File: src/rtl/elevator_ctrl_module_if.sv
// Request/status bundle between the car controller and the button logic.
// The master side supplies the relative request vectors and door_hold;
// the slave side (the car controller) returns position, motion, direction,
// door state and the hall-call serve pulses.
interface elevator_ctrl_module_if;
  logic [2:0] ctrl_button_up;
  logic [2:0] ctrl_button_down;
  logic [2:0] ctrl_button_in;
  logic       door_hold;
  logic [1:0] position;
  logic       open;
  logic       moving;
  logic       dir_up;
  logic       dir_down;
  logic       serve_up;
  logic       serve_down;

  modport master (
    output ctrl_button_up, ctrl_button_down, ctrl_button_in, door_hold,
    input  position, open, moving, dir_up, dir_down, serve_up, serve_down
  );

  modport slave (
    input  ctrl_button_up, ctrl_button_down, ctrl_button_in, door_hold,
    output position, open, moving, dir_up, dir_down, serve_up, serve_down
  );
endinterface

File: src/rtl/elevator_ctrl_module.sv
// Car controller for a 4-floor elevator.
// Request vectors are relative to the car: bit0 = here, bit1 = above,
// bit2 = below. The controller moves the car one floor per TRAVEL_CYCLES,
// decides at each arrival whether to stop, and holds the door open for
// DOOR_CYCLES. Hall calls at the stop floor are acknowledged with 1-cycle
// serve pulses.
// Optional feature: define DOOR_HOLD_EN to let door_hold freeze the door
// timer; without it door_hold is ignored.
module elevator_ctrl_module #(
  parameter int TRAVEL_CYCLES = 8,
  parameter int DOOR_CYCLES   = 4
) (
  input logic                  clk,
  input logic                  reset_n,
  elevator_ctrl_module_if.slave bus
);

  localparam int MAXC = (TRAVEL_CYCLES > DOOR_CYCLES) ? TRAVEL_CYCLES : DOOR_CYCLES;
  localparam int TW   = (MAXC > 1) ? $clog2(MAXC) : 1;

  typedef enum logic [2:0] {IDLE, MOVE_UP, MOVE_DOWN, ARRIVE, DOOR_OPEN} state_t;

  state_t        state_reg;
  logic [TW-1:0] timer_reg;
  logic [1:0]    pos_reg;
  logic          open_reg, moving_reg, dir_up_reg, dir_down_reg;
  logic          serve_up_reg, serve_down_reg;
  logic [2:0]    here_prev_reg;

  // Combined request summary: {car, up hall, down hall} at this floor
  logic [2:0] here_vec;
  logic       here, above, below;
  assign here_vec = {bus.ctrl_button_in[0], bus.ctrl_button_up[0], bus.ctrl_button_down[0]};
  assign here     = |here_vec;
  assign above    = bus.ctrl_button_in[1] | bus.ctrl_button_up[1] | bus.ctrl_button_down[1];
  assign below    = bus.ctrl_button_in[2] | bus.ctrl_button_up[2] | bus.ctrl_button_down[2];

`ifdef DOOR_HOLD_EN
  logic hold;
  assign hold = bus.door_hold;
`else
  logic hold;
  logic unused_door_hold;
  assign hold             = 1'b0;
  assign unused_door_hold = bus.door_hold;
`endif

  // Arrival decision: stop or not, and the direction committed on a stop
  logic same_hall, opp_hall, ahead, behind, at_end, stop;
  logic new_up, new_down;
  always_comb begin
    same_hall = dir_up_reg ? bus.ctrl_button_up[0]   : bus.ctrl_button_down[0];
    opp_hall  = dir_up_reg ? bus.ctrl_button_down[0] : bus.ctrl_button_up[0];
    ahead     = dir_up_reg ? above : below;
    behind    = dir_up_reg ? below : above;
    at_end    = dir_up_reg ? (pos_reg == 2'd3) : (pos_reg == 2'd0);
    stop      = bus.ctrl_button_in[0] | same_hall | (opp_hall & ~ahead) | at_end;
    new_up    = 1'b0;
    new_down  = 1'b0;
    if (ahead) begin
      new_up   = dir_up_reg;
      new_down = ~dir_up_reg;
    end else if (behind | opp_hall) begin
      new_up   = ~dir_up_reg;
      new_down = dir_up_reg;
    end
  end

  // Main car FSM with registered outputs
  always_ff @(posedge clk or negedge reset_n) begin
    if (!reset_n) begin
      state_reg      <= IDLE;
      timer_reg      <= '0;
      pos_reg        <= 2'd0;
      open_reg       <= 1'b0;
      moving_reg     <= 1'b0;
      dir_up_reg     <= 1'b0;
      dir_down_reg   <= 1'b0;
      serve_up_reg   <= 1'b0;
      serve_down_reg <= 1'b0;
      here_prev_reg  <= 3'b000;
    end else begin
      serve_up_reg   <= 1'b0;
      serve_down_reg <= 1'b0;
      case (state_reg)
        IDLE: begin
          if (here) begin
            // No committed direction here, so either hall call is served
            state_reg      <= DOOR_OPEN;
            open_reg       <= 1'b1;
            timer_reg      <= '0;
            dir_up_reg     <= 1'b0;
            dir_down_reg   <= 1'b0;
            serve_up_reg   <= bus.ctrl_button_up[0];
            serve_down_reg <= bus.ctrl_button_down[0];
            here_prev_reg  <= here_vec;
          end else if (above && pos_reg != 2'd3) begin
            state_reg    <= MOVE_UP;
            moving_reg   <= 1'b1;
            timer_reg    <= '0;
            dir_up_reg   <= 1'b1;
            dir_down_reg <= 1'b0;
          end else if (below && pos_reg != 2'd0) begin
            state_reg    <= MOVE_DOWN;
            moving_reg   <= 1'b1;
            timer_reg    <= '0;
            dir_up_reg   <= 1'b0;
            dir_down_reg <= 1'b1;
          end else begin
            dir_up_reg   <= 1'b0;
            dir_down_reg <= 1'b0;
          end
        end
        MOVE_UP, MOVE_DOWN: begin
          if (timer_reg == TW'(TRAVEL_CYCLES - 1)) begin
            if (state_reg == MOVE_UP && pos_reg != 2'd3) pos_reg <= pos_reg + 2'd1;
            if (state_reg == MOVE_DOWN && pos_reg != 2'd0) pos_reg <= pos_reg - 2'd1;
            state_reg  <= ARRIVE;
            moving_reg <= 1'b0;
            timer_reg  <= '0;
          end else begin
            timer_reg <= timer_reg + TW'(1);
          end
        end
        ARRIVE: begin
          if (stop) begin
            state_reg      <= DOOR_OPEN;
            open_reg       <= 1'b1;
            timer_reg      <= '0;
            dir_up_reg     <= new_up;
            dir_down_reg   <= new_down;
            serve_up_reg   <= bus.ctrl_button_up[0] & ~new_down;
            serve_down_reg <= bus.ctrl_button_down[0] & ~new_up;
            here_prev_reg  <= here_vec;
          end else begin
            state_reg  <= dir_up_reg ? MOVE_UP : MOVE_DOWN;
            moving_reg <= 1'b1;
            timer_reg  <= '0;
          end
        end
        DOOR_OPEN: begin
          here_prev_reg <= here_vec;
          // Only a call that newly appears at this floor restarts the door
          if (|(here_vec & ~here_prev_reg)) begin
            timer_reg      <= '0;
            serve_up_reg   <= bus.ctrl_button_up[0] & ~dir_down_reg;
            serve_down_reg <= bus.ctrl_button_down[0] & ~dir_up_reg;
          end else if (hold) begin
            timer_reg <= '0;
          end else if (timer_reg == TW'(DOOR_CYCLES - 1)) begin
            open_reg  <= 1'b0;
            state_reg <= IDLE;
          end else begin
            timer_reg <= timer_reg + TW'(1);
          end
        end
        default: state_reg <= IDLE;
      endcase
    end
  end

  assign bus.position   = pos_reg;
  assign bus.open       = open_reg;
  assign bus.moving     = moving_reg;
  assign bus.dir_up     = dir_up_reg;
  assign bus.dir_down   = dir_down_reg;
  assign bus.serve_up   = serve_up_reg;
  assign bus.serve_down = serve_down_reg;

endmodule

File: src/flat_wrapper.sv
// flat-port wrapper written by rule: the top's interface ports become plain ports
module elevator_ctrl_module_flat 
#(
  parameter int TRAVEL_CYCLES = 8,
  parameter int DOOR_CYCLES   = 4
)
  (clk, reset_n, bus_ctrl_button_up, bus_ctrl_button_down, bus_ctrl_button_in, bus_door_hold, bus_position, bus_open, bus_moving, bus_dir_up, bus_dir_down, bus_serve_up, bus_serve_down);
  elevator_ctrl_module_if bus_i ();
  input logic clk;
  input logic reset_n;
  input wire logic [$bits(bus_i.ctrl_button_up)-1:0] bus_ctrl_button_up;
  input wire logic [$bits(bus_i.ctrl_button_down)-1:0] bus_ctrl_button_down;
  input wire logic [$bits(bus_i.ctrl_button_in)-1:0] bus_ctrl_button_in;
  input wire logic [$bits(bus_i.door_hold)-1:0] bus_door_hold;
  output wire logic [$bits(bus_i.position)-1:0] bus_position;
  output wire logic [$bits(bus_i.open)-1:0] bus_open;
  output wire logic [$bits(bus_i.moving)-1:0] bus_moving;
  output wire logic [$bits(bus_i.dir_up)-1:0] bus_dir_up;
  output wire logic [$bits(bus_i.dir_down)-1:0] bus_dir_down;
  output wire logic [$bits(bus_i.serve_up)-1:0] bus_serve_up;
  output wire logic [$bits(bus_i.serve_down)-1:0] bus_serve_down;
  assign bus_i.ctrl_button_up = bus_ctrl_button_up;
  assign bus_i.ctrl_button_down = bus_ctrl_button_down;
  assign bus_i.ctrl_button_in = bus_ctrl_button_in;
  assign bus_i.door_hold = bus_door_hold;
  assign bus_position = bus_i.position;
  assign bus_open = bus_i.open;
  assign bus_moving = bus_i.moving;
  assign bus_dir_up = bus_i.dir_up;
  assign bus_dir_down = bus_i.dir_down;
  assign bus_serve_up = bus_i.serve_up;
  assign bus_serve_down = bus_i.serve_down;
  elevator_ctrl_module #(.TRAVEL_CYCLES(TRAVEL_CYCLES), .DOOR_CYCLES(DOOR_CYCLES)) u_core (.clk(clk), .reset_n(reset_n), .bus(bus_i));
endmodule
File: config.mk
export PLATFORM = sky130hd
export DESIGN_NAME = elevator_ctrl_module_flat
export DESIGN_NICKNAME = d
export VERILOG_FILES = /design/src/rtl/elevator_ctrl_module_if.sv /design/src/rtl/elevator_ctrl_module.sv /design/src/flat_wrapper.sv
export SDC_FILE = /design/constraint.sdc
export NUM_CORES = 1
export LEC_CHECK = 0
export ABC_AREA = 1
export CAP_MARGIN = 20
export CORE_UTILIZATION = 30
export DETAILED_ROUTE_END_ITERATION = 8
export GPL_TIMING_DRIVEN = 0
export PLACE_DENSITY = 0.48
export SYNTH_ARGS = -nofsm -noshare
export SYNTH_HDL_FRONTEND = slang
export SYNTH_SLANG_ARGS = --single-unit
export TNS_END_PERCENT = 5
File: constraint.sdc
create_clock -name clk -period 3 [get_ports clk]
set_input_delay 0.6 -clock clk [delete_from_list [all_inputs] [get_ports clk]]
set_output_delay 0.6 -clock clk [all_outputs]
set_load 0.01 [all_outputs]
==> results of run 1 <==
[per-layer routing]
layer | vias to the layer above | part of all wire, % | wire length, um | track usage [%]
met2 | 20 | 46 | 1225 | 25.94
met1 | 492 | 47 | 1252 | 18.41
met5 | - | 0 | 0 | 0
li1 | 560 | - | - | -
met4 | 0 | 0.79 | 21 | 3.198
met3 | 2 | 5.6 | 147 | 4.562
[power groups by stage]
| stage | Sequential [W] | Combinational [W] | Clock (W) |
|---|---|---|---|
| after global routing | 0.000317 | 0.000333 | 0.000193 |
| after CTS | 0.000310 | 0.000290 | 0.000180 |
| after detailed placement | 0.000314 | 0.000288 | 0 |
| final | 0.000309 | 0.000286 | 0.000175 |
| after floorplan | 0.000321 | 0.000163 | 0 |
| after global placement | 0.000312 | 0.000286 | 0 |
[layout make-up]
class | instances | area share [%]
timing repair buffer | 18 | 12.87
sequential | 17 | 30.38
tap | 46 | 4.111
multi-input combinational | 119 | 42.98
inverter | 24 | 6.434
clock buffer | 4 | 3.217
[layout by cell type (no fill, tap or decap)]
| cell type | netlist | final |
|---|---|---|
| sky130_fd_sc_hd__nand2_1 | 47 | 47 |
| sky130_fd_sc_hd__inv_1 | 21 | 21 |
| sky130_fd_sc_hd__clkdlybuf4s50_1 | 0 | 18 |
| sky130_fd_sc_hd__nand3_1 | 17 | 17 |
| sky130_fd_sc_hd__dfrtp_1 | 17 | 17 |
| sky130_fd_sc_hd__nor2_1 | 13 | 13 |
| sky130_fd_sc_hd__o21ai_0 | 9 | 9 |
| sky130_fd_sc_hd__o21ai_1 | 6 | 6 |
| sky130_fd_sc_hd__a21oi_1 | 5 | 5 |
| sky130_fd_sc_hd__nand2_2 | 4 | 4 |
| sky130_fd_sc_hd__inv_2 | 3 | 3 |
| sky130_fd_sc_hd__nand3_2 | 3 | 3 |
| sky130_fd_sc_hd__ha_1 | 3 | 3 |
| sky130_fd_sc_hd__clkbuf_8 | 0 | 3 |
| sky130_fd_sc_hd__nor2_2 | 2 | 2 |
| sky130_fd_sc_hd__xnor2_1 | 2 | 2 |
| sky130_fd_sc_hd__nand4_1 | 2 | 2 |
| sky130_fd_sc_hd__o211ai_1 | 1 | 1 |
| sky130_fd_sc_hd__o221ai_1 | 1 | 1 |
| sky130_fd_sc_hd__a21oi_2 | 1 | 1 |
| sky130_fd_sc_hd__a21oi_4 | 1 | 1 |
| sky130_fd_sc_hd__o21bai_1 | 1 | 1 |
| sky130_fd_sc_hd__a21o_1 | 1 | 1 |
| sky130_fd_sc_hd__clkbuf_1 | 0 | 1 |
[final timing paths]
kind	from	to	slack (ps)	depth (start not counted)
worst max-delay path	bus_ctrl_button_down[0]	u_core.state_reg[1]	1090	9
worst min-delay path	u_core.bus.moving	u_core.bus.moving	490	2
worst max register to register	u_core.timer_reg[0]	u_core.state_reg[1]	1490	8
worst min register to register	u_core.bus.moving	u_core.bus.moving	490	2
max in group asynchronous	reset_n	u_core.state_reg[1]	1700	1
min in group asynchronous	reset_n	u_core.bus.position[0]	800	1
[worst reg2reg max path, stage by stage (launching register included)]
cell and delay, ps:
sky130_fd_sc_hd__dfrtp_1 380, sky130_fd_sc_hd__ha_1 200, sky130_fd_sc_hd__ha_1 170, sky130_fd_sc_hd__inv_1 50, sky130_fd_sc_hd__o21ai_1 210, sky130_fd_sc_hd__nand3_1 170
sky130_fd_sc_hd__nor2_1 160, sky130_fd_sc_hd__nand2_1 80, sky130_fd_sc_hd__nand2_1 50
[logic make-up after synthesis]
family | after synthesis
compound gates | 26
fa+ha+maj | 3
flops | 17
xor+xnor | 2
buf+inv | 24
simple gates | 88
[per-stage QoR]
step / total power (W) / setup WS, ps / utilization (%) / cell area (um^2) / instances
2_1_floorplan: 0.0004840 / 1574 / - / 1117 / 160
3_3_place_gp: 0.0005974 / 805.9 / 39.37 / 1355 / 224
3_5_place_dp: 0.0006018 / 830.8 / 39.37 / 1355 / 224
4_1_cts: 0.0007789 / 1091 / 40.68 / 1400 / 228
5_1_grt: 0.0008428 / 890.1 / 40.68 / 1400 / 228
6_report: 0.0007705 / 1085 / 40.68 / 1400 / 228
==> impl_results.html, run 1 <==
<table>
<tr><th>Metric</th><th>Value</th></tr>
<tr><th colspan="2">Outcome</th></tr>
<tr><td>Result of the run</td><td>complete, no violations</td></tr>
<tr><th colspan="2">STA</th></tr>
<tr><td>Post-route setup TNS</td><td>0 ps</td></tr>
<tr><td>Minimum hold slack</td><td>487.7 ps</td></tr>
<tr><td>Period minus WS final</td><td>1915 ps</td></tr>
<tr><td>Max Clock Skew</td><td>1.276 ps</td></tr>
<tr><td>Number of failing setup endpoints in the final timing report</td><td>0</td></tr>
<tr><td>Worst-case headroom to the max-slew limit</td><td>47.39%</td></tr>
<tr><td>Fraction of the cycle the final worst path needs</td><td>63.82%</td></tr>
<tr><td>Count of endpoints failing hold in the final timing report</td><td>0</td></tr>
<tr><td>Max Clk Rate</td><td>522.3 MHz</td></tr>
<tr><td>Unrepaired setup endpoints after global routing</td><td>no</td></tr>
<tr><td>Final number of max-transition violations</td><td>0</td></tr>
<tr><td>Worst Tran Pin Value</td><td>786.7 ps</td></tr>
<tr><th colspan="2">Pwr</th></tr>
<tr><td>Net switching component of the power</td><td>0.0002761 W</td></tr>
<tr><td>Cell Int Power</td><td>0.0004944 W</td></tr>
<tr><td>Total leakage power</td><td>0.6934 nW</td></tr>
<tr><td>Power density over the cells</td><td>550.3 nW/um^2</td></tr>
<tr><td>Sw Share</td><td>35.84%</td></tr>
<tr><td>Worst ir drop on vdd</td><td>316.4 uV</td></tr>
<tr><td>Relative contribution of the clock network to total power</td><td>22.8%</td></tr>
<tr><td>Sequential share of power</td><td>40.2%</td></tr>
<tr><td>Share of power burned in combinational logic</td><td>37.1%</td></tr>
<tr><th colspan="2">Yosys</th></tr>
<tr><td>Number of warnings printed during yosys synthesis</td><td>0</td></tr>
<tr><td>Fraction of the mapped netlist area in compound gates</td><td>14.00%</td></tr>
<tr><td>Synthesized-area fraction occupied by and/or/nand/nor cells</td><td>34.94%</td></tr>
<tr><td>Async set-or-reset flop fraction in the synthesized netlist</td><td>100.0%</td></tr>
<tr><td>Fraction of the yosys area taken by sequential cells</td><td>38.07%</td></tr>
<tr><td>Largest cells by area after synthesis</td><td>sky130_fd_sc_hd__dfrtp_1 (38%), sky130_fd_sc_hd__nand2_1 (16%), sky130_fd_sc_hd__nand3_1 (7.6%), sky130_fd_sc_hd__inv_1 (7.1%), sky130_fd_sc_hd__nor2_1 (4.4%)</td></tr>
<tr><td>Most common flop cell mapped by yosys</td><td>sky130_fd_sc_hd__dfrtp_1</td></tr>
<tr><td>Distinct cell type count of the synthesized netlist</td><td>21</td></tr>
<tr><td>Most frequent cell after synthesis</td><td>sky130_fd_sc_hd__nand2_1</td></tr>
<tr><td>Arithmetic-cell share of the synthesized area counting full adders, half adders and majority gates</td><td>3.359%</td></tr>
<tr><td>Dominant cell type by area after synthesis</td><td>sky130_fd_sc_hd__dfrtp_1</td></tr>
<tr><td>Post-synthesis cell area</td><td>1117 um^2</td></tr>
<tr><td>Fraction of synthesized cell area taken by the top area cell type</td><td>38.07%</td></tr>
<tr><td>Combinational family with the most area after synthesis</td><td>simple AND/OR/NAND/NOR gates</td></tr>
<tr><td>Most instantiated cells after synthesis</td><td>sky130_fd_sc_hd__nand2_1 (47), sky130_fd_sc_hd__inv_1 (21), sky130_fd_sc_hd__dfrtp_1 (17), sky130_fd_sc_hd__nand3_1 (17), sky130_fd_sc_hd__nor2_1 (13)</td></tr>
<tr><td>Post-Syn Instances</td><td>160</td></tr>
<tr><td>Xor-xnor portion of the synthesized cell area</td><td>1.568%</td></tr>
<tr><td>Multiplexer fraction of the synthesized cell area</td><td>0%</td></tr>
<tr><td>#FFs+latches synth</td><td>17</td></tr>
<tr><td>Synthesized area divided by synthesized cell count</td><td>6.983 um^2</td></tr>
<tr><td>Number of enable flip-flop cells after synthesis</td><td>0</td></tr>
<tr><td>Net Count, Synth</td><td>175</td></tr>
<tr><th colspan="2">Drt</th></tr>
<tr><td>Detailed-route vias per instance</td><td>4.711</td></tr>
<tr><td>Total detailed-routing wirelength</td><td>2.647 mm</td></tr>
<tr><td>Routed Antenna Nets</td><td>0</td></tr>
<tr><td># DRC</td><td>0</td></tr>
<tr><td>Overall via count from detail_route</td><td>1074</td></tr>
<tr><td>Post-detailed-route wirelength per cell</td><td>11.61 um</td></tr>
<tr><td>Initial DRC Count</td><td>36</td></tr>
<tr><td>Detailed Routing Iterations Pass 1</td><td>4</td></tr>
<tr><th colspan="2">Final layout</th></tr>
<tr><td>Share of post-route cells with drive strength above 1</td><td>9.341%</td></tr>
<tr><td>Post-layout nets</td><td>198</td></tr>
<tr><td>Signed area change from the synthesized netlist to the final layout</td><td>25.31%</td></tr>
<tr><td>Sequential cell area</td><td>425.4 um^2</td></tr>
<tr><td>ANT cells</td><td>0</td></tr>
<tr><td>Filler cell count in the final layout</td><td>363</td></tr>
<tr><td>Area occupied by multi-input gates</td><td>601.8 um^2</td></tr>
<tr><th colspan="2">Placed design</th></tr>
<tr><td>HPWL Detailed</td><td>2.151 mm</td></tr>
<tr><td>Number of I/O port buffers</td><td>18</td></tr>
<tr><td>Routability congestion estimate</td><td>0.8217</td></tr>
<tr><th colspan="2">Setup path</th></tr>
<tr><td>Delay of the slowest cell on the worst path</td><td>530 ps</td></tr>
<tr><td>Arrival @ worst endpoint</td><td>2060 ps</td></tr>
<tr><td>Worst-path maximum fanout</td><td>6</td></tr>
<tr><td>Worst setup SP type</td><td>input pin</td></tr>
<tr><td>Critical path endpoint category</td><td>flop</td></tr>
<tr><td>Combined buffer and inverter count along the critical path</td><td>2</td></tr>
<tr><td>Startpoint-to-endpoint class of the critical path</td><td>input pin to flop</td></tr>
<tr><td>Critical path, cell by cell</td><td>clkdlybuf4s50_1 -&gt; inv_1 -&gt; nand3_2 -&gt; nor2_1 -&gt; nand3_1 -&gt; nand3_1 -&gt; nor2_1 -&gt; nand2_1 -&gt; nand2_1</td></tr>
<tr><td>Required time of the worst setup path</td><td>3150 ps</td></tr>
<tr><td>Top delay family on crit path</td><td>simple AND/OR/NAND/NOR gates</td></tr>
<tr><td>Critical path's slowest cell</td><td>sky130_fd_sc_hd__clkdlybuf4s50_1</td></tr>
<tr><th colspan="2">Floorplanning</th></tr>
<tr><td>Std-Cell Rows</td><td>21</td></tr>
<tr><td>Die outline area</td><td>3972 um^2</td></tr>
<tr><td>Num ports</td><td>20</td></tr>
<tr><td>Chip Width</td><td>63.03 um</td></tr>
<tr><td>Placeable Area</td><td>3442 um^2</td></tr>
<tr><td>Die boundary height</td><td>63.03 um</td></tr>
<tr><td>Starting density of the core</td><td>32.46%</td></tr>
<tr><th colspan="2">Job</th></tr>
<tr><td>Max-cap check violation count</td><td>0</td></tr>
<tr><th colspan="2">Clock tree</th></tr>
<tr><td>Insertion delay of the later-clocked pin in the worst-skew pair</td><td>250 ps</td></tr>
<tr><td>Maximum clock insertion buffer count</td><td>2</td></tr>
<tr><td>Clock tree from TritonCTS</td><td>yes</td></tr>
<tr><td>Clk sinks</td><td>17</td></tr>
<tr><td>Post-CTS Repair Setup Buffers</td><td>0</td></tr>
<tr><td>Buffer type at the clock tree root</td><td>sky130_fd_sc_hd__clkbuf_8</td></tr>
<tr><td>Number of H-tree branching levels</td><td>1</td></tr>
<tr><td>TritonCTS Buffers</td><td>3</td></tr>
<tr><td>Resized cells post-CTS</td><td>0</td></tr>
<tr><td>Quantity of hold-fixing buffers added after cts</td><td>0</td></tr>
<tr><td>Clock-pin slew on the worst setup and hold paths</td><td>70 ps</td></tr>
<tr><th colspan="2">Global route</th></tr>
<tr><td>Overall fraction of global-route tracks in use</td><td>15.12%</td></tr>
<tr><td>Pin count of the biggest net entering global routing</td><td>18</td></tr>
<tr><td>Number of global-route vias before repair</td><td>1071</td></tr>
<tr><td>Total congestion overflow</td><td>0</td></tr>
<tr><td>Global-route wire length before repair</td><td>4.719 mm</td></tr>
<tr><td>Antenna violations before repair</td><td>0</td></tr>
<tr><th colspan="2">Worst hold path</th></tr>
<tr><td>Worst hold path type</td><td>flop to flop</td></tr>
</table>
Power figures use the tool's default switching activity.
==> run 2: changes to the inputs <==
Clock period 3 ns to 1.78 ns, I/O delays scaled along.
==> run 2 against run 1 <==
Clock power increased by 69%. Sequential power increased by 69%. Cell count unchanged. Clock skew unchanged. Critical endpoint is now bus_dir_up. Die area unchanged. Sequential share of layout area decreased by 0.054 points. Critical path type is now flop to primary output. Critical path depth decreased by 8. Combinational power increased by 69%. Design area increased by 0.18%.
==> impl_results.html, run 2 (synthesis gave the netlist of run 1 again) <==
<table>
<tr><th>Metric</th><th>Value</th></tr>
<tr><th colspan="2">Outcome</th></tr>
<tr><td>Result of the run</td><td>complete, no violations</td></tr>
<tr><th colspan="2">Floorplanning</th></tr>
<tr><td>Std-Cell Rows</td><td>21 (unchanged)</td></tr>
<tr><td>Num ports</td><td>20 (unchanged)</td></tr>
<tr><td>Die outline area</td><td>3972 um^2 (unchanged)</td></tr>
<tr><td>Placeable Area</td><td>3442 um^2 (unchanged)</td></tr>
<tr><td>Starting density of the core</td><td>32.46% (unchanged)</td></tr>
<tr><td>Chip Width</td><td>63.03 um (unchanged)</td></tr>
<tr><td>Die boundary height</td><td>63.03 um (unchanged)</td></tr>
<tr><th colspan="2">Global route</th></tr>
<tr><td>Antenna violations before repair</td><td>0 (unchanged)</td></tr>
<tr><td>Overall fraction of global-route tracks in use</td><td>15.12% (unchanged)</td></tr>
<tr><td>Total congestion overflow</td><td>0 (unchanged)</td></tr>
<tr><td>Pin count of the biggest net entering global routing</td><td>18 (unchanged)</td></tr>
<tr><td>Met2 Resource Use GR</td><td>25.94% (unchanged)</td></tr>
<tr><td>M3 GR Usage</td><td>4.562% (unchanged)</td></tr>
<tr><td>Global-route wire length before repair</td><td>4.719 mm (unchanged)</td></tr>
<tr><td>Number of global-route vias before repair</td><td>1071 (unchanged)</td></tr>
<tr><td>Global route hottest layer</td><td>met2</td></tr>
<tr><td>Met1 Usage GRT</td><td>18.41% (unchanged)</td></tr>
<tr><th colspan="2">Setup path</th></tr>
<tr><td>Critical path endpoint category</td><td>primary output</td></tr>
<tr><td>Required time of the worst setup path</td><td>1420 ps (-1730 ps)</td></tr>
<tr><td>Critical path, cell by cell</td><td>clkdlybuf4s50_1</td></tr>
<tr><td>Startpoint-to-endpoint class of the critical path</td><td>flop to primary output</td></tr>
<tr><td>Arrival @ worst endpoint</td><td>1310 ps (-750 ps)</td></tr>
<tr><td>Count of cells along the worst register-to-register path</td><td>8 (unchanged)</td></tr>
<tr><td>Critical path's slowest cell</td><td>sky130_fd_sc_hd__clkdlybuf4s50_1</td></tr>
<tr><td>Worst reg2reg startpoint</td><td>u_core.timer_reg[0]</td></tr>
<tr><td>Worst setup SP type</td><td>flop</td></tr>
<tr><td>Worst-path maximum fanout</td><td>7 (+1)</td></tr>
<tr><td>Delay of the slowest cell on the worst path</td><td>580 ps (+50 ps)</td></tr>
<tr><td>Critical R2R Capture</td><td>u_core.state_reg[1]</td></tr>
<tr><td>Internal reg-to-reg setup slack</td><td>270 ps (-1220 ps)</td></tr>
<tr><td>Top delay family on crit path</td><td>buffers and inverters</td></tr>
<tr><td>Combined buffer and inverter count along the critical path</td><td>1 (-1)</td></tr>
<tr><th colspan="2">STA</th></tr>
<tr><td>Fraction of the cycle the final worst path needs</td><td>93.61%</td></tr>
<tr><td>Unrepaired setup endpoints after global routing</td><td>no</td></tr>
<tr><td>Number of failing setup endpoints in the final timing report</td><td>0 (unchanged)</td></tr>
<tr><td>Worst Tran Pin Value</td><td>786.7 ps (unchanged)</td></tr>
<tr><td>Period minus WS final</td><td>1666 ps</td></tr>
<tr><td>Max Clk Rate</td><td>600.2 MHz</td></tr>
<tr><td>Final number of max-transition violations</td><td>0 (unchanged)</td></tr>
<tr><td>Post-layout worst setup margin</td><td>113.8 ps (-971.5 ps)</td></tr>
<tr><td>Worst-case headroom to the max-slew limit</td><td>47.39% (unchanged)</td></tr>
<tr><td>Max Clock Skew</td><td>1.276 ps (unchanged)</td></tr>
<tr><td>Count of endpoints failing hold in the final timing report</td><td>0 (unchanged)</td></tr>
<tr><th colspan="2">Drt</th></tr>
<tr><td># DRC</td><td>0 (unchanged)</td></tr>
<tr><td>Post-detailed-route wirelength per cell</td><td>11.59 um (-0.15%)</td></tr>
<tr><td>Overall via count from detail_route</td><td>1075 (+0.093%)</td></tr>
<tr><td>Detailed-route vias per instance</td><td>4.715 (about the same)</td></tr>
<tr><td>Routed Antenna Nets</td><td>0 (unchanged)</td></tr>
<tr><td>Total detailed-routing wirelength</td><td>2.643 mm (-0.15%)</td></tr>
<tr><td>Initial DRC Count</td><td>42 (+17%)</td></tr>
<tr><td>Detailed Routing Iterations Pass 1</td><td>4 (unchanged)</td></tr>
<tr><th colspan="2">Clock tree</th></tr>
<tr><td>Clk sinks</td><td>17 (unchanged)</td></tr>
<tr><td>Clock-pin slew on the worst setup and hold paths</td><td>70 ps (about the same)</td></tr>
<tr><td>Number of H-tree branching levels</td><td>1 (unchanged)</td></tr>
<tr><td>Buffer type at the clock tree root</td><td>sky130_fd_sc_hd__clkbuf_8</td></tr>
<tr><td>Post-CTS Repair Setup Buffers</td><td>0 (unchanged)</td></tr>
<tr><td>Clock tree from TritonCTS</td><td>yes</td></tr>
<tr><td>Insertion delay of the later-clocked pin in the worst-skew pair</td><td>250 ps (about the same)</td></tr>
<tr><td>Quantity of hold-fixing buffers added after cts</td><td>0 (unchanged)</td></tr>
<tr><td>TritonCTS Buffers</td><td>3 (unchanged)</td></tr>
<tr><td>Maximum clock insertion buffer count</td><td>2 (unchanged)</td></tr>
<tr><th colspan="2">Final layout</th></tr>
<tr><td>Highest-count cells in the layout ignoring fill and taps</td><td>sky130_fd_sc_hd__nand2_1 (47), sky130_fd_sc_hd__inv_1 (20), sky130_fd_sc_hd__nand3_1 (17), sky130_fd_sc_hd__clkdlybuf4s50_1 (17), sky130_fd_sc_hd__dfrtp_1 (17)</td></tr>
<tr><td>Sequential cell area</td><td>425.4 um^2 (unchanged)</td></tr>
<tr><td>Core utilization of the finished layout</td><td>40.75% (+0.073 points)</td></tr>
<tr><td>Filler cell count in the final layout</td><td>362 (-0.28%)</td></tr>
<tr><td>Count of placed standard cells in the final layout, fillers left out</td><td>228 (unchanged)</td></tr>
<tr><td>Signed area change from the synthesized netlist to the final layout</td><td>25.53%</td></tr>
<tr><td>Most common cell after layout, fill and taps aside</td><td>sky130_fd_sc_hd__nand2_1</td></tr>
<tr><td>Share of post-route cells with drive strength above 1</td><td>9.890% (+0.55 points)</td></tr>
<tr><td>Area of all placed cells without fillers</td><td>1403 um^2 (+0.18%)</td></tr>
<tr><td>ANT cells</td><td>0 (unchanged)</td></tr>
<tr><td>Post-layout nets</td><td>198 (unchanged)</td></tr>
<tr><td>Area occupied by multi-input gates</td><td>601.8 um^2 (unchanged)</td></tr>
<tr><th colspan="2">Pwr</th></tr>
<tr><td>Relative contribution of the clock network to total power</td><td>22.8% (about the same)</td></tr>
<tr><td>Cell Int Power</td><td>0.0008333 W (+69%)</td></tr>
<tr><td>Sw Share</td><td>35.85% (about the same)</td></tr>
<tr><td>Sequential share of power</td><td>40.1% (about the same)</td></tr>
<tr><td>Power density over the cells</td><td>926.1 nW/um^2 (+68%)</td></tr>
<tr><td>Net switching component of the power</td><td>0.0004656 W (+69%)</td></tr>
<tr><td>Share of power burned in combinational logic</td><td>37.1% (about the same)</td></tr>
<tr><td>Worst ir drop on vdd</td><td>533.4 uV (+69%)</td></tr>
<tr><td>Total leakage power</td><td>0.7016 nW (+1.2%)</td></tr>
<tr><th colspan="2">Placed design</th></tr>
<tr><td>HPWL Detailed</td><td>2.151 mm (unchanged)</td></tr>
<tr><td>Count of placed standard cells including taps</td><td>224 (unchanged)</td></tr>
<tr><td>Number of I/O port buffers</td><td>18 (unchanged)</td></tr>
<tr><td>Routability congestion estimate</td><td>0.8217 (unchanged)</td></tr>
<tr><td>Pre-CTS setup slack</td><td>-145.2 ps (-976.0 ps)</td></tr>
<tr><td>Dpl cell area</td><td>1355 um^2 (unchanged)</td></tr>
<tr><th colspan="2">Worst hold path</th></tr>
<tr><td>Launch instance of the worst min-delay path</td><td>u_core.bus.moving</td></tr>
<tr><td>Worst hold path type</td><td>flop to flop</td></tr>
<tr><td>Cell depth of the worst min-delay path</td><td>2 (unchanged)</td></tr>
<tr><td>Worst min-delay path endpoint</td><td>u_core.bus.moving</td></tr>
<tr><th colspan="2">Job</th></tr>
<tr><td>Max-cap check violation count</td><td>0 (unchanged)</td></tr>
</table>
## run 2: layer usage
metal  vias to the layer above  wire length, um  share of wire, %
li1                        561                -                 -
met1                       492             1249                47
met2                        20             1225                46
met3                         2              147               5.6
met4                         0               21              0.79
met5                         -                0                 0
## run 2: metrics by stage
stage | hold slack (ps) | total power [W] | TNS (ps)
after floorplan | 60.41 | 0.0008157 | 0
after global placement | 458.8 | 0.001007 | -1270
after detailed placement | 470.4 | 0.001014 | -951.0
after CTS | 487.9 | 0.001313 | 0
after global routing | 522.6 | 0.001421 | 0
final | 487.7 | 0.001299 | 0
## run 2: how the worst max path moves through the flow
stage                            startpoint                  end  slack, ps  depth (start not counted)
floorplan                 u_core.bus.dir_up    u_core.bus.moving        480                          9
global placement      bus_ctrl_button_up[0]  u_core.state_reg[0]       -170                          9
detailed placement  bus_ctrl_button_down[0]  u_core.state_reg[0]       -150                          9
CTS                   bus_ctrl_button_up[0]  u_core.state_reg[0]        110                          9
global route          bus_ctrl_button_up[0]  u_core.state_reg[0]          6                          9
finish                    u_core.bus.dir_up           bus_dir_up        110                          1
## run 2: layout make-up
| class | count | share of cell area (%) |
|---|---|---|
| Multi-Input combinational cell | 119 | 42.91 |
| Tap cell | 46 | 4.103 |
| Timing Repair Buffer | 18 | 13.02 |
| Inverter | 24 | 6.423 |
| Sequential cell | 17 | 30.33 |
| Clock buffer | 4 | 3.211 |
## run 2: timing repair
item	4_1_cts	5_1_grt
resized for setup	0	3
hold endpoints to repair	0	0
endpoints found under the setup margin	0	6
## run 2: worst reg2reg max path: stages, from the launching register on
cell and delay (ps):
sky130_fd_sc_hd__dfrtp_1 380, sky130_fd_sc_hd__ha_1 200, sky130_fd_sc_hd__ha_1 170, sky130_fd_sc_hd__inv_1 50, sky130_fd_sc_hd__o21ai_1 210, sky130_fd_sc_hd__nand3_1 170
sky130_fd_sc_hd__nor2_1 160, sky130_fd_sc_hd__nand2_1 80, sky130_fd_sc_hd__nand2_1 50
## run 2: power by group through the flow
stage | registers, W | logic (W) | clock network (W)
4_1_cts | 0.000522 | 0.000488 | 0.000303
6_report | 0.000521 | 0.000482 | 0.000296
2_1_floorplan | 0.000541 | 0.000275 | 0
5_1_grt | 0.000534 | 0.000561 | 0.000326
3_3_place_gp | 0.000525 | 0.000482 | 0
3_5_place_dp | 0.000529 | 0.000485 | 0
